--- config.mk ---
export PLATFORM = sky130hd
export DESIGN_NAME = register_file
export DESIGN_NICKNAME = d
export VERILOG_FILES = /design/src/rtl/register_file.sv
export SDC_FILE = /design/constraint.sdc
export NUM_CORES = 2
export LEC_CHECK = 0
export BUFFER_PORTS_ARGS = -buffer_cell sky130_fd_sc_hd__buf_2
export CAP_MARGIN = 25
export CORE_ASPECT_RATIO = 0.8
export CORE_MARGIN = 2
export CORE_UTILIZATION = 41
export DETAILED_ROUTE_END_ITERATION = 12
export PLACE_DENSITY_LB_ADDON = 0.15
export REMOVE_ABC_BUFFERS = 1
export SLEW_MARGIN = 5
export SYNTH_ARGS = -nofsm -noshare
export SYNTH_HDL_FRONTEND = slang
export SYNTH_SLANG_ARGS = --single-unit
export TNS_END_PERCENT = 100
--- constraint.sdc ---
create_clock -name clk -period 2.2 [get_ports clk]
set_input_delay 0.11 -clock clk [delete_from_list [all_inputs] [get_ports clk]]
set_output_delay 0.11 -clock clk [all_outputs]
set_load 0.02 [all_outputs]
--- src/rtl/register_file.sv ---
// register_file: general-purpose register array for the single-cycle datapath.
// Two combinational read ports, one clocked write port, asynchronous active-low
// clear. Entry 0 may be tied to zero (ZERO_REG=1). NUM_REGS need not be a
// power of two; indices at or above NUM_REGS read as 0 and swallow writes.
// Optional feature macro: REGFILE_BYPASS_EN forwards writeData to a read port
// addressing the register being written in the same cycle.
//
// Port timing: inputs are sampled on the rising clk edge; a write lands at that
// edge and is visible on the read ports afterwards. Reads have no handshake and
// settle combinationally from the read address.
module register_file #(
    parameter int  WIDTH    = 32,
    parameter int  NUM_REGS = 32,
    parameter int  ZERO_REG = 1,
    localparam int ADDR_W   = $clog2(NUM_REGS)
) (
    input  logic              clk,
    input  logic              reset,
    input  logic              writeEnable,
    input  logic [ADDR_W-1:0] writeAddr,
    input  logic [WIDTH-1:0]  writeData,
    input  logic [ADDR_W-1:0] readAddrA,
    output logic [WIDTH-1:0]  readDataA,
    input  logic [ADDR_W-1:0] readAddrB,
    output logic [WIDTH-1:0]  readDataB
);

    // One extra bit so NUM_REGS itself is representable for the range check.
    localparam logic [ADDR_W:0] REG_COUNT = (ADDR_W + 1)'(NUM_REGS);
    localparam bit              HAS_ZERO  = (ZERO_REG != 0);

    logic [WIDTH-1:0] regs [NUM_REGS];

    genvar e;
    generate
        for (e = 0; e < NUM_REGS; e++) begin : g_entry
            if (HAS_ZERO && e == 0) begin : g_zero
                // Hard-wired zero: no storage, writes have nowhere to land.
                assign regs[e] = '0;
            end else begin : g_store
                logic             sel;
                logic [WIDTH-1:0] cells;

                // Only the addressed entry loads; out-of-range addresses match no entry.
                assign sel = writeEnable && (writeAddr == ADDR_W'(e));

                // Bank of WIDTH single-bit cells sharing one load enable and async clear.
                always_ff @(posedge clk or negedge reset) begin
                    if (!reset) begin
                        cells <= '0;
                    end else if (sel) begin
                        cells <= writeData;
                    end
                end

                assign regs[e] = cells;
            end
        end
    endgenerate

    function automatic logic in_range(input logic [ADDR_W-1:0] addr);
        return ({1'b0, addr} < REG_COUNT);
    endfunction

    // Shared read mux: reset and out-of-range indices force 0.
    function automatic logic [WIDTH-1:0] read_port(input logic [ADDR_W-1:0] addr);
        logic [WIDTH-1:0] data;
        data = '0;
        if (reset && in_range(addr)) begin
`ifdef REGFILE_BYPASS_EN
            // Write-before-read: the zero register never forwards.
            if (writeEnable && (addr == writeAddr) &&
                !(HAS_ZERO && addr == '0)) begin
                data = writeData;
            end else begin
                data = regs[addr];
            end
`else
            data = regs[addr];
`endif
        end
        return data;
    endfunction

    // Port A read path.
    always_comb begin
        readDataA = read_port(readAddrA);
    end

    // Port B read path.
    always_comb begin
        readDataB = read_port(readAddrB);
    end

endmodule

Word level (Yosys, flattened, before mapping)
Index checks and enable logic that the tools add are counted.

Reductions and logical operators: 31. Bitwise logic cells: 2. Order comparisons: 2. Muxes and demuxes: 8. Equal/unequal tests: 31.

Operators by type and width (number): $bmux 32 s5 (2); $mux 32 (6); $eq 5x5->1 const B (16); $eq 5x4->1 const B (8); $logic_and 1x1->1 (31); $eq 5x3->1 const B (4); $ge 6x6->1 const B (2); $not 5->6 (2); $eq 5x2->1 const B (2); $eq 5x1->1 const B (1).

Bits of input ports: 50. Flip-flop bits (word level): 992. Logic and storage cells: 105.

Depth between registers and ports, before layout
Word-level depth: 5. Mapped depth: 9. Mapped depth without buffers: 4.

Worst setup path after synthesis
Ideal clock, no wire load.

Path type: input to output. Start: input readAddrA[1]. End: output readDataA[30]. Arrival: 1.845 ns. Path buffers: 3. Stages: 7. Setup slack: 0.245 ns. Cells stage by stage: buf_2 -> or2_2 -> clkbuf_1 -> clkbuf_1 -> o22ai_1 -> nor3_1 -> nor4b_1.

Longest elaborated chain between the ends: 5.

Ends and longest elaborated chain: start, declared (line 22) `input logic [ADDR_W-1:0] readAddrA,`; $not 5->6 (implied by the code) (line 79) `data = regs[addr];`; $bmux 32 s5 (line 79); $mux 32 (implied by the code) (2 in a row) (line 79); $mux 32 (line 69) `if (reset && in_range(addr)) begin`; end, declared (line 23) `output logic [WIDTH-1:0] readDataA,`.

No other way between the ends. The select of a mux whose other input is x is not followed.

Worst setup path after layout
Start: register g_entry[10].g_store.cells[13]. End: output readDataB[13].

Longest elaborated chain between the ends: 4.

Ends and longest elaborated chain: start, declared (line 42) `logic [WIDTH-1:0] cells;`; start signal, assigned (line 52) `cells <= writeData;`; $bmux 32 s5 (line 79); $mux 32 (implied by the code) (2 in a row) (line 79); $mux 32 (line 69); end, declared (line 25) `output logic [WIDTH-1:0] readDataB`.

No other way between the ends. The select of a mux whose other input is x is not followed.

==> impl_metrics.json <==
{
  "run_status": "finished with violations",
  "violations": "setup timing",
  "detail-route-antenna-nets": 0,
  "finalWorstSetupSlack_ps": -268,
  "pwr_density_cell_nw_per_um2": 868,
  "placed_instance_count": 5686,
  "stdcell_area_um2": 65700,
  "yosys_warnings": 0,
  "initial_core_util_pct": 41.4,
  "critical_path_peak_fanout": 3,
  "worst-setup-path-type": "register to output port",
  "route.detailed.vias_per_inst": 6.25,
  "tritoncts.num_buffers": 108,
  "p_seq_share_pct": 42.9,
  "first_iter_violations": 3653,
  "area_share_of_the_largest_cell_type_after_synthesis_pct": 46.2,
  "synth.ff_latch_count": 992,
  "synthToLayoutAreaGrowth_pct": 22.3,
  "fin_nets": 4238,
  "wirelength_met1_um": 89500,
  "tritoncts": "yes",
  "clk_buf_depth": 3,
  "cp_data_arrival_time_ps": 2360,
  "route.final.wire_length_um": 194000,
  "globalRouteTotalUtil_pct": 28.7,
  "clock.fmax_mhz": 405,
  "net_switching_share_of_the_total_power_pct": 28.1,
  "worst_ep_required_time_ps": 2090,
  "global_route.overflow_total": 0,
  "final.setup_skew_ps": 0,
  "dp_slack_ps": -179,
  "internal-power_w": 0.0410,
  "drt-pass1-iter-count": 8,
  "p_sw_w": 0.0160,
  "layout_worst_path_cycle_share_pct": 112,
  "slew_violations": 0,
  "pwr-share-clk_pct": 34.6,
  "grt_pass1_wl_um": 279000,
  "postSynthCellCount": 3871,
  "peakVddDrop_mv": 0.628,
  "detailed_place.area_um2": 59100,
  "first_global_vias": 37594,
  "netlist_area_um2": 53700,
  "cts_max_level": 3,
  "count_of_flip_flops_with_a_built_in_enable_after_synthesis": 0,
  "drive_gt1_share_pct": 54.6,
  "mostFrequentLayoutCell": "sky130_fd_sc_hd__mux2_2",
  "detailed_route_drc_error_count": 0,
  "dr_wl_met3_um": 15300,
  "rsz0062_at_grt": "yes",
  "wl_met2_um": 82900,
  "place.detailed.hpwl_um": 121000,
  "clk_transition_reported_paths_ps": 70,
  "core-area_um2": 130000,
  "setup_viol": 64,
  "leakagePower_nw": 28.9,
  "combPwrFrac_pct": 22.5,
  "grt_max_degree": 71,
  "worstSkewPairLatency_ps": 740,
  "regMostFlops": "g_entry.g_store.cells",
  "io_pins": 114,
  "dieArea_um2": 134000,
  "routed_length_per_placed_instance_um": 32.2,
  "floorplan.die.width_um": 409,
  "clkSinkCount": 992,
  "fp-row-count": 118,
  "dr.max_layer_used": "met4",
  "final.hold.worst_slack_ps": 44.3,
  "period_needed_ps": 2470,
  "gp_congestion": 0.845,
  "leading_cell_types_in_the_layout_fill_and_taps_excluded": "1018 x sky130_fd_sc_hd__mux2_2, 992 x sky130_fd_sc_hd__dfrtp_1, 377 x sky130_fd_sc_hd__mux2i_1, 370 x sky130_fd_sc_hd__buf_4, 271 x sky130_fd_sc_hd__mux4_2",
  "fill_cells": 11200,
  "vias": 37616,
  "antenna_violations_before_repair": 6,
  "yosys_most_used_dff": "sky130_fd_sc_hd__dfrtp_1",
  "tightest_slew_ps": 1140,
  "place.port_buffers": 113,
  "biggestRegsByFlops": "g_entry.g_store.cells x992",
  "root_cell_of_the_clock_tree": "sky130_fd_sc_hd__clkbuf_16",
  "synth_sequential_area_ratio_pct": 46.2,
  "synth.largest_area_cell": "sky130_fd_sc_hd__dfrtp_1",
  "cp-start-kind": "register",
  "netlist-cell-type-count": 47,
  "cp-end-kind": "output port",
  "final-instance-count-excl-fill": 6021,
  "share_of_flip_flops_with_an_asynchronous_set_or_reset_pct": 100,
  "tns_ps": -12400,
  "min_path_type": "primary input to asynchronous set/reset pin",
  "timing.max_cap.violations": 0,
  "hold_viol": 0,
  "synth.area.top_cells": "sky130_fd_sc_hd__dfrtp_1 46%, sky130_fd_sc_hd__mux2_2 22%, sky130_fd_sc_hd__mux4_2 11%, sky130_fd_sc_hd__mux2i_1 7.0%, sky130_fd_sc_hd__o22ai_1 1.7%",
  "largest_reg_flops": 992,
  "postSynthAreaPerCell_um2": 13.9,
  "worst_max_slew_margin_expressed_relative_to_the_limit_pct": 24.0,
  "chipHeight_um": 328
}
[area by class of cell]
type                            instances  area, µm²  area share, %
Inverter                                3       11.3         0.0171
Timing Repair Buffer                  630       6500           9.90
Sequential cell                       992      24800           37.8
Antenna cell                            1       2.50        0.00381
Clock inverter                         45        646          0.983
Tap cell                             1740       2180           3.31
Multi-Input combinational cell       2453      28300           43.1
Clock buffer                          157       3200           4.87
[logic make-up (layout without fill, tap and decap cells)]
family	count (synthesis)	in the layout	share of synthesized area, %
DFF	992	992	46.2
buffers and inverters	426	835	3.96
other	0	1	0
and+or+nand+nor	251	251	2.58
AOI/OAI and AO/OA	467	467	6.07
muxes	1735	1735	41.2
[through the flow]
step | power (W) | util [%]
after global placement | 0.0358 | 45.5
after floorplan | 0.0314 | -
after global routing | 0.0595 | 50.6
final | 0.0570 | 50.6
after CTS | 0.0570 | 50.3
after detailed placement | 0.0361 | 45.5
[routing by layer]
layer | GRT usage [%] | vias up
met3 | 6.11 | 323
met2 | 41.4 | 1530
met5 | 0 | -
met4 | 8.17 | 0
met1 | 43.4 | 20213
li1 | - | 15550
[power by group through the flow]
stage               Clock (W)  Sequential [W]  Combinational [W]
detailed placement          0          0.0248             0.0113
CTS                    0.0201          0.0244             0.0125
floorplan                   0          0.0238            0.00758
finish                 0.0198          0.0245             0.0128
global route           0.0209          0.0249             0.0137
global placement            0          0.0247             0.0111
[cells in the mapped netlist, types with 24 or more instances]
cell type / number
sky130_fd_sc_hd__nand2b_1: 24
sky130_fd_sc_hd__mux2_1: 33
sky130_fd_sc_hd__nor2_1: 35
sky130_fd_sc_hd__buf_4: 59
sky130_fd_sc_hd__nand3_1: 24
sky130_fd_sc_hd__mux2_2: 1054
sky130_fd_sc_hd__dfrtp_1: 992
sky130_fd_sc_hd__a211oi_1: 35
sky130_fd_sc_hd__o22ai_1: 142
sky130_fd_sc_hd__clkbuf_1: 183
sky130_fd_sc_hd__a21oi_1: 50
sky130_fd_sc_hd__a22oi_1: 71
sky130_fd_sc_hd__mux2i_1: 377
sky130_fd_sc_hd__nor3_1: 27
sky130_fd_sc_hd__buf_2: 154
sky130_fd_sc_hd__o21ai_0: 45
sky130_fd_sc_hd__mux4_2: 271
sky130_fd_sc_hd__o221ai_1: 32
sky130_fd_sc_hd__nand2_1: 66
[final timing paths]
path / start / to / slack [ps] / cells after the start
setup / recovery: g_entry[10].g_store.cells[13]$_DFFE_PN0P_ / readDataB[13] / -270 / 5
hold reg to reg: g_entry[13].g_store.cells[23]$_DFFE_PN0P_ / g_entry[13].g_store.cells[23]$_DFFE_PN0P_ / 510 / 1
min in group clk: writeData[15] / g_entry[18].g_store.cells[15]$_DFFE_PN0P_ / 60 / 2
setup reg to reg: g_entry[15].g_store.cells[16]$_DFFE_PN0P_ / g_entry[15].g_store.cells[16]$_DFFE_PN0P_ / 1100 / 4
hold / removal: reset / g_entry[21].g_store.cells[27]$_DFFE_PN0P_ / 40 / 7
max in group asynchronous: reset / g_entry[10].g_store.cells[9]$_DFFE_PN0P_ / 610 / 8
[worst max-delay path: stages, from the launching register on]
cell,delay [ps]
sky130_fd_sc_hd__dfrtp_1,410
sky130_fd_sc_hd__mux4_2,460
sky130_fd_sc_hd__mux2_4,290
sky130_fd_sc_hd__a21oi_4,150
sky130_fd_sc_hd__a211oi_4,130
sky130_fd_sc_hd__buf_6,170
[repair_timing]
action                                  4_1_cts  5_1_grt
resized for setup                           304       48
buffers inserted                             78       22
pin swaps                                   120       28
endpoints found under the hold margin      1439        0
hold buffers                                 48        0
endpoints found under the setup margin       64       64
Power figures use the tool's default switching activity.
